--- src/rtl/digit_serial_adder.sv ---
// digit_serial_adder
//   Multi-cycle adder: sums two WIDTH-bit operands plus carry-in, DIGIT bits
//   per clock, with the inter-digit carry held in a register.
//   Valid/ready handshake on the operand side and on the result side.
//
// Parameters
//   WIDTH      operand/sum width (must be a multiple of DIGIT)
//   DIGIT      bits added per clock (1 <= DIGIT <= WIDTH)
//
// Ports
//   clk        clock, rising edge
//   rst        asynchronous reset, active-high
//   in_valid   operand set a/b/cin valid
//   in_ready   block can accept operands (IDLE)
//   a, b       operands (unsigned or two's complement)
//   cin        carry-in
//   out_valid  sum/cout valid (DONE)
//   out_ready  consumer accepts the result
//   sum        registered (a+b+cin) mod 2^WIDTH
//   cout       carry out of bit WIDTH-1
//   ovf        signed overflow flag, only when ADDER_OVF_FLAG_EN is defined
//
// Build option
//   ADDER_OVF_FLAG_EN  adds the ovf output and its logic.
//
// state | meaning
// ------+-----------------------------------------------------------
// IDLE  | waiting for operands; in_ready=1, last result still on sum
// RUN   | adding one digit per edge, LSB digit first
// DONE  | result valid, held until out_ready
module digit_serial_adder #(
  parameter int WIDTH = 16,
  parameter int DIGIT = 4
) (
  input  logic             clk,
  input  logic             rst,
  input  logic             in_valid,
  output logic             in_ready,
  input  logic [WIDTH-1:0] a,
  input  logic [WIDTH-1:0] b,
  input  logic             cin,
  output logic             out_valid,
  input  logic             out_ready,
  output logic [WIDTH-1:0] sum,
  output logic             cout
`ifdef ADDER_OVF_FLAG_EN
  ,
  output logic             ovf
`endif
);

  localparam int NDIG = WIDTH / DIGIT;
  localparam int CW   = $clog2(NDIG) + 1;

  typedef enum logic [1:0] {
    IDLE = 2'd0,
    RUN  = 2'd1,
    DONE = 2'd2
  } state_t;

  state_t           state;
  logic [WIDTH-1:0] a_q;
  logic [WIDTH-1:0] b_q;
  logic             carry;
  logic [CW-1:0]    cnt;

  logic [DIGIT-1:0] a_dig;
  logic [DIGIT-1:0] b_dig;
  logic [DIGIT-1:0] s_dig;
  logic             c_dig;
  logic             last;
`ifdef ADDER_OVF_FLAG_EN
  logic             msb_cin;
`endif

  // One digit slice of the add, DIGIT+1 bits wide so the carry falls out on top.
  always_comb begin
    a_dig          = a_q[int'(cnt)*DIGIT +: DIGIT];
    b_dig          = b_q[int'(cnt)*DIGIT +: DIGIT];
    {c_dig, s_dig} = {1'b0, a_dig} + {1'b0, b_dig} + {{DIGIT{1'b0}}, carry};
    last           = (cnt == CW'(NDIG - 1));
`ifdef ADDER_OVF_FLAG_EN
    // Carry into the top bit recovered from its half-sum: s = a ^ b ^ c_in.
    msb_cin        = a_dig[DIGIT-1] ^ b_dig[DIGIT-1] ^ s_dig[DIGIT-1];
`endif
  end

  always_ff @(posedge clk or posedge rst) begin
    if (rst) begin
      state     <= IDLE;
      in_ready  <= 1'b1;
      out_valid <= 1'b0;
      a_q       <= '0;
      b_q       <= '0;
      carry     <= 1'b0;
      cnt       <= '0;
      sum       <= '0;
      cout      <= 1'b0;
`ifdef ADDER_OVF_FLAG_EN
      ovf       <= 1'b0;
`endif
    end else begin
      case (state)
        IDLE: begin
          // Operands are sampled only here, so X on a/b while idle never reaches the outputs.
          if (in_valid) begin
            a_q      <= a;
            b_q      <= b;
            carry    <= cin;
            cnt      <= '0;
            in_ready <= 1'b0;
            state    <= RUN;
          end
        end
        RUN: begin
          sum[int'(cnt)*DIGIT +: DIGIT] <= s_dig;
          carry <= c_dig;
          cnt   <= cnt + CW'(1);
          if (last) begin
            cout      <= c_dig;
`ifdef ADDER_OVF_FLAG_EN
            ovf       <= msb_cin ^ c_dig;
`endif
            out_valid <= 1'b1;
            state     <= DONE;
          end
        end
        DONE: begin
          // Return to IDLE only; a new accept cannot happen in this same cycle.
          if (out_ready) begin
            out_valid <= 1'b0;
            in_ready  <= 1'b1;
            state     <= IDLE;
          end
        end
        default: begin
          out_valid <= 1'b0;
          in_ready  <= 1'b1;
          state     <= IDLE;
        end
      endcase
    end
  end

endmodule
--- config.mk ---
export PLATFORM = sky130hd
export DESIGN_NAME = digit_serial_adder
export DESIGN_NICKNAME = d
export VERILOG_FILES = /design/src/rtl/digit_serial_adder.sv
export SDC_FILE = /design/constraint.sdc
export NUM_CORES = 1
export LEC_CHECK = 0
export ABC_AREA = 1
export CORE_MARGIN = 4
export CORE_UTILIZATION = 46
export CTS_CLUSTER_DIAMETER = 120
export DETAILED_ROUTE_END_ITERATION = 8
export PLACE_DENSITY = 0.8
export SYNTH_ARGS = -nofsm -noshare
export SYNTH_HDL_FRONTEND = slang
export SYNTH_SLANG_ARGS = --single-unit
--- constraint.sdc ---
create_clock -name clk -period 2.4 [get_ports clk]
set_input_delay 0.6 -clock clk [delete_from_list [all_inputs] [get_ports clk]]
set_output_delay 0.6 -clock clk [all_outputs]
set_load 0.02 [all_outputs]
Word level (Yosys, flattened, before mapping)
Index checks and enable logic that the tools add are counted.
{ "classes": {"addsub": 4, "eq_ne": 6, "shift": 4, "mux": 15, "bitwise": 2, "n_reduce_logical": 8} }
{ "ops": {"columns": ["operator", "n"], "rows": [
  ["negation 5 -> 33 bit", 1],
  ["variable shift 4 x 33 -> 16 bit, first input constant", 1],
  ["indexed part select 4 x 33 -> 16 bit", 1],
  ["indexed part select 16 x 6 -> 4 bit", 2],
  ["bitwise mux 16 bit", 1],
  ["AND reduction 3 bit", 3],
  ["2-to-1 mux 2 bit", 3],
  ["!= test 2 bit, second input constant", 3],
  ["case mux 1 bit (3 select lines)", 2],
  ["case mux 2 bit (3 select lines)", 1],
  ["case mux 3 bit (2 select lines)", 1],
  ["AND reduction 2 bit", 3],
  ["adder 4 x 4 -> 5 bit", 1],
  ["adder 5 x 1 -> 5 bit", 1],
  ["2-to-1 mux 1 bit", 5],
  ["adder 3 x 1 -> 3 bit, second input constant", 1],
  ["equality test 3 x 2 -> 1 bit, second input constant", 1],
  ["2-to-1 mux 3 bit", 1],
  ["equality test 2 x 1 -> 1 bit, second input constant", 1],
  ["equality test 2 bit, second input constant", 1],
  ["zero test 2 bit", 1],
  ["inverter 1 bit", 2],
  ["case mux 1 bit (2 select lines)", 1],
  ["nonzero test 2 bit", 1]
]} }
{ "word_totals": {"register_bits": 57, "wordCells": 48} }

Depth between registers and ports, before layout
{ "depth": {"word_depth": 5, "ltp_mapped": 12, "ltp_nobuf": 10} }

Worst setup path before layout
No wires, ideal clock.
{ "synth_timing": {"kind": "reg-to-reg", "startpoint": "reg cnt[0]", "endpoint": "reg sum[10]", "setup_ps": 77, "t_arrival_ps": 2232, "required_ps": 2323, "path_slack_ps": 91, "stages_incl_launch_ff": 11, "n_path_buf": 2, "path_cell_list": "dfrtp_1 buf_4 clkbuf_1 nand2_1 o211ai_1 a21oi_1 fa_1 fa_1 xor2_1 nand2_1 o21ai_1"} }
{ "synth_between": {"elab_chain_len": 5} }
{ "synth_lines": {"columns": ["item", "line", "text"], "rows": [
  ["start, declared", "65", "logic [CW-1:0] cnt;"],
  ["start signal, assigned", "118", "cnt <= cnt + CW'(1);"],
  ["indexed part select 16 x 6 -> 4 bit (on tied branches)", "78, 79", null],
  ["adder 4 x 4 -> 5 bit", "80", "{c_dig, s_dig} = {1'b0, a_dig} + {1'b0, b_dig} + {{DIGIT{1'b0}}, carry};"],
  ["adder 5 x 1 -> 5 bit", "80", null],
  ["indexed part select 4 x 33 -> 16 bit", "116", "sum[int'(cnt)*DIGIT +: DIGIT] <= s_dig;"],
  ["bitwise mux 16 bit (*)", "116", null],
  ["end signal, assigned by index", "116", null],
  ["end, declared", "44", "output logic [WIDTH-1:0] sum,"]
]} }
Every way passes the cells marked *; elsewhere a longest branch is shown, timed or not.
A chain may end at the register's enable or synchronous reset.

Final worst setup path
{ "layout_timing": {"startpoint": "reg cnt[0]", "endpoint": "reg carry"} }
{ "layout_between": {"elab_chain_len": 4} }
{ "layout_lines": {"columns": ["item", "line", "text"], "rows": [
  ["indexed part select 16 x 6 -> 4 bit (on tied branches)", "78, 79", null],
  ["adder 4 x 4 -> 5 bit (*)", "80", null],
  ["adder 5 x 1 -> 5 bit (*)", "80", null],
  ["case mux 1 bit (2 select lines) (*)", "103", "case (state)"],
  ["end signal, assigned", "109", "carry <= cin;"],
  ["end signal, assigned", "117", "carry <= c_dig;"],
  ["end, declared", "64", "logic carry;"]
]} }
Marks and branches as above.

==> results.py <==
metrics = {
    "clock_tree": {
        "cts.path.max_buffers": 2,
        "clock_latency_ns": 0.34,
        "cts_buffers": 9,
        "ctsHtreeMaxLevel": 3,
        "clockRootBuffer": "clkbuf_8",
        "hold_buffers": 0,
        "clk_pin_slew_ns": 0.07,
        "cts_tree": "built",
        "cts.sinks": 57,
    },
    "critical_path": {
        "reg2reg_to": "carry",
        "worstPathArrival_ns": 2.46,
        "r2r_start": "cnt[0]",
        "reg2reg_depth": 11,
        "worstSetupPathType": "flop to flop",
        "r2r_slack_ns": 0.16,
        "crit_fanout": 7,
        "start_kind": "flop",
        "critPathRequiredTime_ns": 2.63,
        "end_kind": "flop",
    },
    "sta": {
        "hold_slack_ns": 0.468,
        "min_period_ns": 2.24,
        "slew_violations": 0,
        "setup_violations": 0,
        "tightest_slew_ns": 0.435,
        "finalCritPeriodShare_pct": 93.2,
        "slew_headroom_pct": 70.9,
        "rsz0062_at_grt": "false",
        "hold_violations": 0,
        "max_clock_freq_ghz": 0.447,
        "fin_skew_ns": 0.00995,
    },
    "die": {
        "start_util_pct": 48.6,
        "io_pins": 56,
        "die_h_um": 85.5,
        "rows": 27,
        "coreArea_mm2": 0.00568,
        "fp.dieArea_mm2": 0.00730,
        "die_x_um": 85.5,
    },
    "global_route": {
        "grt_usage_pct": 18.0,
        "grt_max_degree": 58,
        "overflow": 0,
        "grt_antenna_before_repair": 0,
        "grt_pass1_wl_mm": 10.3,
        "grt_pass1_vias": 2226,
    },
    "power": {
        "p_switching_uw": 2340,
        "vdd_ir_drop_max_mv": 0.665,
        "p_int_uw": 2960,
        "switching_share_pct": 44.1,
        "power.clock.fraction_pct": 15.4,
        "power_frac_comb_pct": 53.0,
        "p_per_area_mw_per_mm2": 1460,
        "leakagePower_uw": 0.00179,
        "p_seq_share_pct": 31.7,
    },
    "outcome": {
        "outcome": "complete, no violations",
    },
    "place": {
        "dp_hpwl_mm": 4.39,
        "place_inst": 460,
        "place.gp.congestion": 0.908,
        "dpl-instance-area_mm2": 0.00341,
        "port_buffers": 55,
    },
    "logic_synthesis": {
        "synthCells": 334,
        "yosysSeqAreaShare_pct": 51.7,
        "yosysWarnings": 0,
        "avgSynthCellArea_um2": 8.26,
        "synth_nets": 380,
        "synth_cell_type_count": 29,
        "syn_area_mm2": 0.00276,
        "ys_seq_elements": 57,
    },
    "finish": {
        "drive_gt1_share_pct": 12.5,
        "syn_to_final_growth_pct": 31.6,
        "fin_nets": 448,
        "instances_no_fill": 479,
        "diodes": 0,
        "final_cell_area_mm2": 0.00363,
    },
    "route": {
        "via_per_inst": 4.94,
        "drtAntennaViolNets": 0,
        "drt_iter0_markers": 106,
        "drt-total-wl_mm": 6.01,
        "first_pass_iters": 4,
        "wl_per_cell_um": 12.5,
        "drc_errors": 0,
        "vias": 2364,
    },
    "worst_hold_path": {
        "hold_path.startpoint": "in_ready",
        "hold_class": "flop to flop",
        "hold_end": "in_ready",
        "whs_path_depth": 2,
    },
    "run": {
        "max-cap-violations": 0,
    },
}
## kinds of logic (layout without fill, tap and decap cells)
family / Yosys count / in the layout / share of synthesized area, %
fa+ha+maj: 9 / 9 / 4.62
compound gates: 49 / 49 / 9.70
xor+xnor: 1 / 1 / 0.317
simple gates: 183 / 183 / 27.5
flops: 57 / 57 / 51.7
buf+inv: 35 / 108 / 6.12
## what timing repair did
action | 4_1_cts | 5_1_grt
resized for setup | 1 | 3
endpoints found under the setup margin | 2 | 6
setup buffers | 0 | 3
## cell usage in the layout (no fill, tap or decap)
cell type        count
xor2_2               1
o211ai_1             5
nor3_4               1
nand3_1              7
nor2_1              28
nor2_4               3
nand3_2              3
nor2_2               2
dfrtp_1             55
nand2_1            137
fa_2                 1
dfrtp_2              1
clkdlybuf4s50_1     55
o21ai_0             21
nand2_2              1
clkbuf_8            11
inv_1               17
buf_12               1
clkinvlp_4           2
inv_2                5
fa_1                 1
a21oi_2              2
clkinv_2             3
buf_4               13
o21ai_1              6
a21oi_1             12
o21bai_1             1
clkinv_1             1
nand4_1              1
o31ai_1              1
dfstp_2              1
o22ai_1              1
ha_1                 7
## synth_stat cells (all sizes together)
cell / number / area [µm²]
nand2: 138 / 521
dfrtp: 56 / 1400
nor2: 33 / 151
o21ai: 27 / 135
inv: 22 / 82.6
a21oi: 14 / 73.8
buf: 11 / 78.8
nand3: 10 / 65.1
ha: 7 / 87.6
o211ai: 5 / 37.5
fa: 2 / 40.0
clkbuf: 1 / 3.75
clkinv: 1 / 3.75
dfstp: 1 / 26.3
nand4: 1 / 6.26
nor3: 1 / 16.3
o21bai: 1 / 7.51
o22ai: 1 / 6.26
o31ai: 1 / 7.51
xor2: 1 / 8.76
## state kept, by name, summed over array words and instances, names as in the netlist
| name | count |
|---|---|
| a_q | 16 |
| b_q | 16 |
| carry | 1 |
| cnt | 3 |
| cout | 1 |
| in_ready | 1 |
| out_valid | 1 |
| state | 2 |
| sum | 16 |
## critical path: stages, from the launching register on
cell      delay, ns
dfrtp_2        0.45
buf_4          0.15
nor2_1         0.10
nor2_1         0.04
o21ai_0        0.06
a21oi_1        0.10
fa_1           0.43
fa_2           0.39
a21oi_1        0.17
o21bai_1       0.11
nand2_1        0.07
nand3_1        0.05
## layout make-up
cell class	count	area, µm²
Timing Repair Buffer	69	668
Clock inverter	5	30.0
Fill cell	499	2040
Inverter	23	86.3
Sequential cell	57	1430
Tap cell	72	90.1
Multi-Input combinational cell	242	1180
Clock buffer	11	151
## worst max path at each step
stage	endpoint	slack [ns]	from
detailed placement	sum[10]	-0.03	cnt[0]
CTS	sum[10]	0.05	cnt[0]
global route	carry	0.02	cnt[0]
floorplan	sum[10]	0.09	cnt[0]
finish	carry	0.16	cnt[0]
global placement	sum[10]	0.08	cnt[0]
## per-stage QoR
| step | power [µW] | utilization [%] | setup WS [ns] | setup TNS [ns] |
|---|---|---|---|---|
| after floorplan | 3540 | - | 0.0909 | 0 |
| after global placement | 4340 | 60.1 | 0.0803 | 0 |
| after detailed placement | 4390 | 60.1 | -0.0273 | -0.0334 |
| after CTS | 5230 | 63.4 | 0.0501 | 0 |
| after global routing | 5780 | 64.0 | 0.0197 | 0 |
| final | 5300 | 64.0 | 0.163 | 0 |
## power groups by stage
stage / sequential (µW) / clock (µW) / combinational [µW]
2_1_floorplan: 1770 / 0 / 1770
3_3_place_gp: 1690 / 0 / 2650
3_5_place_dp: 1700 / 0 / 2690
4_1_cts: 1690 / 829 / 2710
5_1_grt: 1740 / 872 / 3170
6_report: 1680 / 814 / 2810
## layer usage
metal	global-route usage [%]	wire length (µm)	up-vias
met2	27.6	2820	60
met3	5.24	323	11
li1	-	-	1201
met4	7.48	100	0
met5	0	0	-
met1	23.8	2760	1092
Power figures use the tool's default switching activity.
